<file path="src/rtl/jtframe_joy2osd_pkg.sv">
// rtl/jtframe_joy2osd_pkg.sv - key codes, command codes, FSM states and key priority for the joystick OSD encoder
package jtframe_joy2osd_pkg;

  localparam logic [4:0] KEY_RIGHT  = 5'd23;
  localparam logic [4:0] KEY_LEFT   = 5'd27;
  localparam logic [4:0] KEY_DOWN   = 5'd29;
  localparam logic [4:0] KEY_UP     = 5'd30;
  localparam logic [4:0] KEY_RETURN = 5'd15;
  localparam logic [4:0] KEY_NONE   = 5'd31;

  localparam logic [2:0] CMD_NOP = 3'b111;
  localparam logic [2:0] CMD_OSD = 3'b011;

  localparam logic [7:0] IDLE_BYTE = 8'h3f;
  localparam logic [7:0] OFF_BYTE  = 8'hff;

  typedef enum logic [1:0] {
    ST_HOLD = 2'd0,
    ST_WAIT = 2'd1,
    ST_RUN  = 2'd2
  } state_t;

  // nav = {A, U, D, L, R}; right wins over everything, enter has the lowest priority
  function automatic logic [4:0] key_code(input logic [4:0] nav);
    logic [4:0] code;
    if (nav[0])      code = KEY_RIGHT;
    else if (nav[1]) code = KEY_LEFT;
    else if (nav[2]) code = KEY_DOWN;
    else if (nav[3]) code = KEY_UP;
    else if (nav[4]) code = KEY_RETURN;
    else             code = KEY_NONE;
    return code;
  endfunction

endpackage

</file>
<file path="src/rtl/jtframe_joy2osd_rpt.sv">
// rtl/jtframe_joy2osd_rpt.sv - per-key press/auto-repeat timer, shows a key code for one cen period per event
module jtframe_joy2osd_rpt
  import jtframe_joy2osd_pkg::*;
#(
  parameter int RPT_DLY = 24,
  parameter int RPT_PER = 6
)(
  input  logic       clk,
  input  logic       rst_n,
  input  logic       cen,
  input  logic [4:0] key_in,
  output logic [4:0] key_out
);

  localparam int RMAX = (RPT_DLY > RPT_PER) ? RPT_DLY : RPT_PER;
  localparam int RW   = $clog2(RMAX + 1);

  logic [4:0]    last_key;
  logic [RW-1:0] rpt_cnt;
  logic          show;

  // Track the key seen at each cen; a new key shows at once, a held key shows at RPT_DLY then every RPT_PER
  always_ff @(posedge clk or negedge rst_n) begin
    if (!rst_n) begin
      last_key <= KEY_NONE;
      rpt_cnt  <= '0;
      show     <= 1'b0;
    end else if (cen) begin
      if (key_in != last_key) begin
        last_key <= key_in;
        rpt_cnt  <= RW'(RPT_DLY);
        show     <= (key_in != KEY_NONE);
      end else if (key_in == KEY_NONE) begin
        rpt_cnt  <= '0;
        show     <= 1'b0;
      end else if (rpt_cnt <= RW'(1)) begin
        rpt_cnt  <= RW'(RPT_PER);
        show     <= 1'b1;
      end else begin
        rpt_cnt  <= rpt_cnt - 1'b1;
        show     <= 1'b0;
      end
    end
  end

  assign key_out = show ? last_key : KEY_NONE;

endmodule

</file>
<file path="src/rtl/jtframe_joy2osd.sv">
// rtl/jtframe_joy2osd.sv - joystick to OSD command byte encoder; JTFRAME_OSD_AUTOREPEAT_EN adds key auto-repeat
module jtframe_joy2osd
  import jtframe_joy2osd_pkg::*;
#(
  parameter int              NJOY    = 2,
  parameter int              JW      = 12,
  parameter logic [JW-1:0]   COMBO   = 12'h440,
  parameter int              HOLD    = 4,
  parameter int              STRETCH = 16,
  parameter int              HOLDOFF = 65535,
  parameter int              RPT_DLY = 24,
  parameter int              RPT_PER = 6
)(
  input  logic                 clk,
  input  logic                 rst_n,
  input  logic                 cen,
  input  logic                 dwn,
  input  logic [NJOY*JW-1:0]   joys,
  output logic [7:0]           nept_din,
  output logic                 osd_fire
);

  localparam int HW = $clog2(HOLDOFF + 1);
  localparam int CW = $clog2(HOLD + 1);
  localparam int SW = $clog2(STRETCH + 1);

  state_t        state, state_next;
  logic [HW-1:0] hold_cnt;
  logic [CW-1:0] combo_cnt;
  logic [SW-1:0] stretch_cnt;
  logic [JW-1:0] mix;
  logic          combo_all;
  logic          fire_now;
  logic [4:0]    key_live;
  logic [4:0]    key_field;
  logic [2:0]    cmd;
  logic [7:0]    out_next;

  // Merge every joystick channel into one button word
  always_comb begin
    mix = '0;
    for (int i = 0; i < NJOY; i++) mix = mix | joys[i*JW +: JW];
  end

  assign combo_all = ((mix & COMBO) == COMBO);
  assign fire_now  = (state == ST_RUN) && combo_all && cen && (combo_cnt == CW'(HOLD - 1));

`ifdef JTFRAME_OSD_AUTOREPEAT_EN
  jtframe_joy2osd_rpt #(
    .RPT_DLY (RPT_DLY),
    .RPT_PER (RPT_PER)
  ) u_rpt (
    .clk     (clk),
    .rst_n   (rst_n),
    .cen     (cen),
    .key_in  (key_code(mix[4:0])),
    .key_out (key_live)
  );
`else
  assign key_live = key_code(mix[4:0]);

  // Repeat timing is only consumed by the auto-repeat build
  if (RPT_DLY < 1 || RPT_PER < 1) begin : g_rpt_timing_unused
  end
`endif

  assign cmd       = (stretch_cnt != '0) ? CMD_OSD : CMD_NOP;
  assign key_field = (combo_all || stretch_cnt != '0) ? KEY_NONE : key_live;

  // Start-up sequencing: holdoff countdown, then wait for the first download, then run for good
  always_comb begin
    state_next = state;
    out_next   = OFF_BYTE;
    case (state)
      ST_HOLD: begin
        out_next = OFF_BYTE;
        if (hold_cnt <= HW'(1)) state_next = ST_WAIT;
      end
      ST_WAIT: begin
        out_next = IDLE_BYTE;
        if (dwn) state_next = ST_RUN;
      end
      default: begin
        out_next   = {cmd, key_field};
        state_next = ST_RUN;
      end
    endcase
  end

  // State register and holdoff counter, which stops at zero
  always_ff @(posedge clk or negedge rst_n) begin
    if (!rst_n) begin
      state    <= ST_HOLD;
      hold_cnt <= HW'(HOLDOFF);
    end else begin
      state <= state_next;
      if (state == ST_HOLD && hold_cnt != '0) hold_cnt <= hold_cnt - 1'b1;
    end
  end

  // Combo hold counter, OSD stretch timer and the single fire pulse
  always_ff @(posedge clk or negedge rst_n) begin
    if (!rst_n) begin
      combo_cnt   <= '0;
      stretch_cnt <= '0;
      osd_fire    <= 1'b0;
    end else begin
      osd_fire <= 1'b0;
      if (state != ST_RUN || !combo_all) combo_cnt <= '0;
      else if (cen && combo_cnt != CW'(HOLD)) combo_cnt <= combo_cnt + 1'b1;
      if (cen && stretch_cnt != '0) stretch_cnt <= stretch_cnt - 1'b1;
      if (fire_now) begin
        stretch_cnt <= SW'(STRETCH);
        osd_fire    <= 1'b1;
      end
    end
  end

  // Registered output byte
  always_ff @(posedge clk or negedge rst_n) begin
    if (!rst_n) nept_din <= OFF_BYTE;
    else        nept_din <= out_next;
  end

endmodule

</file>
<file path="config.mk">
export PLATFORM = sky130hd
export DESIGN_NAME = jtframe_joy2osd
export DESIGN_NICKNAME = d
export VERILOG_FILES = /design/src/rtl/jtframe_joy2osd_pkg.sv /design/src/rtl/jtframe_joy2osd_rpt.sv /design/src/rtl/jtframe_joy2osd.sv
export SDC_FILE = /design/constraint.sdc
export NUM_CORES = 1
export LEC_CHECK = 0
export BUFFER_PORTS_ARGS = -buffer_cell sky130_fd_sc_hd__buf_2
export CAP_MARGIN = 20
export CORE_ASPECT_RATIO = 1.4
export CORE_MARGIN = 8
export CORE_UTILIZATION = 30
export CTS_CLUSTER_SIZE = 20
export DETAILED_ROUTE_END_ITERATION = 8
export PLACE_DENSITY = 0.47
export SLEW_MARGIN = 10
export SYNTH_ARGS = -nofsm -noshare
export SYNTH_HDL_FRONTEND = slang
export SYNTH_HIERARCHICAL = 1
export SYNTH_SLANG_ARGS = --single-unit
</file>
<file path="constraint.sdc">
create_clock -name clk -period 2.2 [get_ports clk]
set_input_delay 0.11 -clock clk [delete_from_list [all_inputs] [get_ports clk]]
set_output_delay 0.11 -clock clk [all_outputs]
set_load 0.01 [all_outputs]
</file>
Word-level counts from Yosys, hierarchy flattened
Index checks and enable logic that the tools add are counted.
{"block": "op_classes", "n_mul": 0, "bitwise": 1, "order_cmp": 1, "n_eq_ne": 8, "shifts": 0, "mux": 16, "div": 0, "n_addsub": 3, "n_reduce_logical": 15}
{"operator": "$mux 5", "count": 8}
{"operator": "$le 16x1->1 const B", "count": 1}
{"operator": "$pmux 8 s2", "count": 1}
{"operator": "$reduce_bool 16->1", "count": 1}
{"operator": "$sub 16x1->16 const B", "count": 1}
{"operator": "$or 11x11->11", "count": 1}
{"operator": "$mux 3", "count": 3}
{"operator": "$logic_and 1x1->1", "count": 6}
{"operator": "$ne 2x2->1 const B", "count": 3}
{"operator": "$reduce_bool 5->1", "count": 1}
{"operator": "$sub 5x1->5 const B", "count": 1}
{"operator": "$eq 2x2->1 const B", "count": 2}
{"operator": "$mux 2", "count": 2}
{"operator": "$pmux 2 s2", "count": 1}
{"operator": "$reduce_bool 2->1", "count": 2}
{"operator": "$add 3x1->3 const B", "count": 1}
{"operator": "$eq 3x2->1 const B", "count": 1}
{"operator": "$ne 3x3->1 const B", "count": 1}
{"operator": "$eq 2x1->1 const B", "count": 1}
{"operator": "$logic_not 2->1", "count": 1}
{"operator": "$logic_or 1x1->1", "count": 2}
{"operator": "$reduce_and 2->1", "count": 1}
{"operator": "$logic_not 1->1", "count": 1}
{"operator": "$mux 1", "count": 1}
{"block": "word_totals", "mem_count": 0, "word_cells": 50, "romBits": 0, "ramBits": 0, "register_bits": 35, "latch_bits": 0}

Longest topological paths before layout
Gate-level depths: netlist (run 1).
{"block": "depth", "ltp_word": 8, "depth_mapped": 7}

Least setup slack after synthesis (run 1)
Ideal clock, no wire load.
{"block": "synth_timing", "path_type": "register to register", "from": "register hold_cnt[0]", "to": "register hold_cnt[3]", "path_buffers": 1, "arrival_time_ps": 1903, "setup_time_ps": 75, "synth_period_minus_slack_ps": 1978, "t_required_ps": 2125, "path_stages_with_launch": 8, "path_slack_ps": 222, "path_cell_list": "dfstp_2 > inv_1 > ha_1 > and3_1 > a211o_1 > buf_6 > or4_1 > xnor2_1"}
{"block": "synth_via", "elab_chain_cells": 2, "elab_cells_between_ends": 3, "cone_classes": "add/sub (1); reduce/logical (2)"}
{"item": "start: declaration", "line": "jtframe_joy2osd.sv:28", "rtl": "logic [HW-1:0] hold_cnt;"}
{"item": "start signal: assignment", "line": "jtframe_joy2osd.sv:94", "rtl": "hold_cnt <= HW'(HOLDOFF);"}
{"item": "start signal: assignment", "line": "jtframe_joy2osd.sv:97", "rtl": "if (state == ST_HOLD && hold_cnt != '0) hold_cnt <= hold_cnt - 1'b1;"}
{"item": "branches (longest 2 deep; another with $sub 16x1->16)"}
Parallel ways; which one is timed is not known.
A chain may end at the register's enable or synchronous reset.

Final worst setup path (run 1)
Same ends and word-level chain as after synthesis.

==> metrics, run 1 <==
worst endpoint required time 2.41 ns; CP Launch Type flip-flop; #FFs+latches synth 34; Clk Latency, worst-skew pair 0.28 ns; Mapped Area 1644 sq um; Detail Route Antenna Nets 0; core area 5405 sq um; Leak 0.0009316 uW; # IOs 37; Crit Reg-Reg Startpoint hold_cnt[0]$_DFFE_PN1P_; PortBufs 25; setup slack, reg-to-reg 0.16 ns; TritonCTS clock tree yes; most frequent cells in the layout 25 x buf_2, 23 x dfstp_2, 19 x nor2_1; DP HPWL 2456 microns; most common cell after layout, fill and taps aside buf_2; Congestion Overflow GR 0; fin nets 227; Worst Hold Class primary input to flip-flop; proportion of layout cells with a drive suffix above 1 0.3281; gate count of the mapped netlist 152; number of diodes 0; worst setup path category flip-flop to flip-flop; RSZ-0062 raised after global routing false; Vias 1190; Die Height 103.6 microns; worst-case vdd ir drop 0.0003143 V; clock skew 0.003546 ns; crit path time final 2.043 ns; DR WL/cell 12.87 microns; CP cell instances inv_1 -> ha_1 -> and3_1 -> a211o_1 -> or4_1 -> xnor2_1; min setup slack post-route 0.1568 ns; PD cells 711.8 nW/um^2; routed vias/inst 4.577; Yosys cell types 33; CP max stage cell dfstp_2; Initial DRT Pass Iterations 4; die span in x 78.57 microns; clk slew on worst S/H paths 0.06 ns; Max FO, Critical Path 6; global-route wire length before repair 5871 microns; relative slew slack 0.5184; FMAX 489.4 MHz; Post-Route WL 3346 microns; CP startpoint hold_cnt[0]$_DFFE_PN1P_; Setup Viol. Count Final 0; DP Cell Count 245; post-synthesis sequential area ratio 0.5350; Max stage delay on crit path 0.56 ns; Residual DRC 0; Total GRT Usage 0.08907; TritonCTS buffer count 5; final hold vios 0; FILL cells 549; crit end category flip-flop; Place WS 0.1531 ns; Initial Util 0.3042; GPL Wtd Cong 0.7263; Synth warnings 6; crit path buf inv count 1; slew at the pin closest to its max-slew limit 0.7224 ns; min-delay src joys[4]; Max Transition Viols Final 0; CTS root buffer clkbuf_8; antenna violations before repair 0; 1st-iter DRT viols 40; CP arrival 2.25 ns; outcome complete, no violations; syn avg cell area 10.82 sq um; TNS Setup 0 ns; Area growth syn-to-layout 23.67%; largest net degree at the start of global routing 35; H-tree depth 2; Clock Path Buffers 2; die area 8139 sq um; max cap viols 0; number of global-route vias before repair 1260; clock sink count 34; row count 32; Post-DP Area 1851 sq um; Top delay family on crit path simple AND/OR/NAND/NOR gates; Post-CTS Setup Bufs 0; final non-filler cell total 260; period utilization 0.9287; fin area 2033 sq um; Synth Net Count 188
## through the flow
stage	power [uW]	hold slack, ns	utilization
floorplan	897.2	-0.1856	-
global placement	962.1	0.2144	0.3424
detailed placement	973.7	0.2094	0.3424
CTS	1469	0.03126	0.3722
global route	1544	0.03849	0.3762
finish	1447	0.03407	0.3762
## worst register-to-register path, cell delays in order, from the launching register on
cell     delay, ns
dfstp_2       0.56
inv_1         0.07
ha_1          0.21
and3_1        0.15
a211o_1       0.37
or4_1         0.45
xnor2_1       0.15
## state kept, by name, indices dropped and copies added (netlist names)
signal,flops
nept_din,7
stretch_cnt,5
combo_cnt,3
osd_fire,1
state,2
hold_cnt,16
## what timing repair did
action | 4_1_cts | 5_1_grt
endpoints found under the setup margin | 0 | 3
hold buffers | 7 | 0
resized for setup | 0 | 3
endpoints found under the hold margin | 14 | 0
## final timing paths
path                                         endpoint  cells past startpoint
max                           hold_cnt[3]$_DFFE_PN1P_                      6
min                             nept_din[4]$_DFF_PN1_                      2
max reg2reg                   hold_cnt[3]$_DFFE_PN1P_                      6
min reg2reg                   hold_cnt[1]$_DFFE_PN1P_                      2
max in group asynchronous  stretch_cnt[3]$_DFFE_PN0P_                      2
min in group asynchronous    combo_cnt[1]$_DFFE_PN0P_                      2
## cells in the mapped netlist
cell / n / share of area
a211o_1: 1 / 0.0053
a211oi_1: 1 / 0.0046
a21oi_1: 3 / 0.0091
and3_1: 1 / 0.0038
and4_1: 1 / 0.0053
and4bb_2: 1 / 0.0076
buf_4: 1 / 0.0046
buf_6: 1 / 0.0068
conb_1: 1 / 0.0023
dfrtp_1: 11 / 0.17
dfstp_2: 23 / 0.37
ha_1: 8 / 0.061
inv_1: 10 / 0.023
nand2_1: 11 / 0.025
nand2b_1: 1 / 0.0038
nand3_1: 3 / 0.0091
nand3b_1: 1 / 0.0046
nand4_1: 2 / 0.0076
nor2_1: 19 / 0.043
nor3_1: 7 / 0.021
nor4_1: 4 / 0.015
nor4_2: 1 / 0.0076
nor4b_2: 2 / 0.018
o2111ai_1: 1 / 0.0053
o211ai_1: 1 / 0.0046
o21a_1: 1 / 0.0046
o21ai_0: 5 / 0.015
o21bai_1: 2 / 0.0091
o22ai_1: 2 / 0.0076
or3_1: 5 / 0.019
or4_1: 2 / 0.0091
xnor2_1: 6 / 0.032
xor2_1: 13 / 0.069
## report_power, final
part	leakage, uW	total, uW	switching (uW)	internal, uW
logic	0.000510	229	116	113
registers	0.000374	755	63.2	692
clock network	0.0000482	463	211	252
## per-layer routing
metal / wire, microns / up-vias / track usage / part of all wire
met3: 185 / 9 / 0.03547 / 0.055
met5: 0 / - / 0 / 0
met2: 1790 / 20 / 0.1491 / 0.53
met4: 87 / 0 / 0.04521 / 0.026
li1: - / 594 / - / -
met1: 1283 / 567 / 0.09286 / 0.38
## final cells by class
class,instances,area [sq um],area share
Inverter,10,37.54,0.01846
Tap cell,68,85.08,0.04185
Clock inverter,1,5.005,0.002462
Multi-Input combinational cell,106,729.5,0.3588
Clock buffer,7,86.33,0.04246
Sequential cell,34,879.6,0.4326
Timing Repair Buffer,34,210.2,0.1034
## cell families (layout without fill, tap and decap cells)
group                      after synthesis  after routing  share of synthesized area
other                                    1              1                   0.002281
AOI/OAI and AO/OA                       17             17                    0.06545
and+or+nand+nor                         61             61                     0.2009
DFF                                     34             34                     0.5350
buffers and inverters                   12             52                    0.03425
xor gates and xnor gates                19             19                     0.1012
adders and majority gates                8              8                    0.06089
Note: power is estimated with default switching activity, not from simulation.
==> run 2: changes to the inputs <==
Settings changed: CORE_ASPECT_RATIO 1.4 to 0.7.
==> run 2 against run 1 <==
Against the previous run:
- wire length down 2.7%
- critical endpoint is now hold_cnt[6]$_DFFE_PN1P_
- clock skew up 0.0015 ns
- highest routed layer unchanged
- maximum frequency up 2.2%
- clock-buffer cell count unchanged
- via count unchanged
- first-iteration DRC count down 43%
- cell count up 1.9%
- setup slack better by 0.044 ns
==> metrics, run 2 (synthesis results as in run 1) <==
outcome complete, no violations; CP startpoint hold_cnt[0]$_DFFE_PN1P_; Flop pwr share 0.520; min setup slack post-route 0.2008 ns; worst hold endpoint nept_din[4]$_DFF_PN1_; Multi-input gate area 713.2 sq um; Top delay family on crit path flip-flops; FMAX 500.2 MHz; CTS root buffer clkbuf_8; number of diodes 0; cell internal pwr 1053 uW; final hold vios 0; DR WL/cell 12.28 microns; Setup Viol. Count Final 0; routed vias/inst 4.491; TritonCTS buffer count 5; Worst Hold Depth 2; crit path buf inv count 2; clock sink count 34; number of global-route vias before repair 1225; slew at the pin closest to its max-slew limit 0.7401 ns; RSZ-0062 raised after global routing false; worst-case vdd ir drop 0.0002814 V; R2R Path End hold_cnt[6]$_DFFE_PN1P_; DP Cell Count 249; Post-CTS Setup Bufs 0; TritonCTS clock tree yes; FILL cells 535; Crit Reg-Reg Startpoint hold_cnt[0]$_DFFE_PN1P_; clock skew 0.005057 ns; Place WS 0.1382 ns; worst setup path category flip-flop to flip-flop; Initial Util 0.3127; fin nets 228; global-route wire length before repair 5554 microns; most frequent cells in the layout 25 x buf_2, 23 x dfstp_2, 19 x nor2_1; Max Transition Viols Final 0; min-delay src joys[16]; Max stage delay on crit path 0.57 ns; Max FO, Critical Path 9; crit path time final 1.999 ns; CP arrival 2.21 ns; Biggest register hold_cnt; CP max stage cell dfstp_2; period utilization 0.9087; setup slack, reg-to-reg 0.20 ns; Logic pwr share 0.155; row count 22; Initial DRT Pass Iterations 4; CP Launch Type flip-flop; fin area 2032 sq um; Clk pwr share 0.325; Worst Hold Class primary input to flip-flop; final non-filler cell total 265; storage element area 879.6 sq um; Switching Fraction 0.2672; clk slew on worst S/H paths 0.06 ns; proportion of layout cells with a drive suffix above 1 0.3212; Post-DP Area 1856 sq um; TNS Setup 0 ns; DP HPWL 2387 microns; Congestion Overflow GR 0; Switching Power 383.9 uW; crit end category flip-flop; antenna violations before repair 0; CP cell instances inv_1 -> ha_1 -> and3_1 -> a211o_1 -> buf_4 -> nor4_1 -> xor2_1; Residual DRC 0; Largest register FFs 16; die span in x 104.5 microns; max cap viols 0; Detail Route Antenna Nets 0; 1st-iter DRT viols 23; Clock Path Buffers 2; Area growth syn-to-layout 23.59%; most common cell after layout, fill and taps aside buf_2; Post-Route WL 3254 microns; GPL Wtd Cong 0.7293; Clk Latency, worst-skew pair 0.28 ns; # IOs 37; biggest regs hold_cnt x16, nept_din x7, stretch_cnt x5; core area 5258 sq um; PortBufs 25; Total GRT Usage 0.08503; PD cells 707.1 nW/um^2; Die Height 77.94 microns; Leak 0.0009315 uW; H-tree depth 2; die area 8143 sq um; relative slew slack 0.5066; largest net degree at the start of global routing 35; Vias 1190; Reg2Reg Depth 7; worst endpoint required time 2.41 ns
run 2: changes by cell type in the layout (fill, tap and decap cells not counted), sizes merged:
cell | previous run | this run
dlygate4sd3 | 7 | 8
run 2: how the worst max path moves through the flow:
| stage | slack, ns | end | depth (start not counted) |
|---|---|---|---|
| 3_5_place_dp | 0.14 | nept_din[4]$_DFF_PN1_ | 7 |
| 6_report | 0.20 | hold_cnt[6]$_DFFE_PN1P_ | 7 |
| 3_3_place_gp | 0.20 | nept_din[4]$_DFF_PN1_ | 7 |
| 5_1_grt | 0.03 | hold_cnt[8]$_DFFE_PN1P_ | 7 |
| 2_1_floorplan | 0.22 | hold_cnt[3]$_DFFE_PN1P_ | 7 |
| 4_1_cts | 0.13 | nept_din[4]$_DFF_PN1_ | 7 |
run 2: stage by stage:
stage               total power [uW]  hold WS (ns)    util
finish                          1437       0.02600  0.3865
global route                    1538       0.03576  0.3865
CTS                             1469      0.008931  0.3855
detailed placement             969.3        0.2246  0.3529
global placement               957.2        0.2215  0.3529
floorplan                      897.2       -0.1856       -
run 2: layout make-up:
cell class,instances,area share
inverters,10,0.01847
flip-flops and latches,34,0.4329
clock inverters,1,0.002463
well taps,72,0.04433
repair buffers,35,0.1084
clock buffers,7,0.04249
multi-input cells,106,0.3510
run 2: power by group through the flow:
| stage | logic (uW) | registers, uW | clock network (uW) |
|---|---|---|---|
| finish | 223 | 747 | 467 |
| global placement | 203 | 754 | 0 |
| CTS | 227 | 746 | 496 |
| detailed placement | 212 | 757 | 0 |
| floorplan | 148 | 749 | 0 |
| global route | 261 | 752 | 525 |
run 2: layer usage:
metal / wire length [microns] / GRT usage
met1: 1499 / 0.1004
met2: 1493 / 0.1288
met3: 187 / 0.03795
met4: 73 / 0.04317
met5: 0 / 0
run 2: repair_timing:
action | CTS | global route
hold buffers | 8 | 0
endpoints found under the setup margin | 0 | 2
gates resized for setup | 0 | 1
endpoints found under the hold margin | 15 | 0
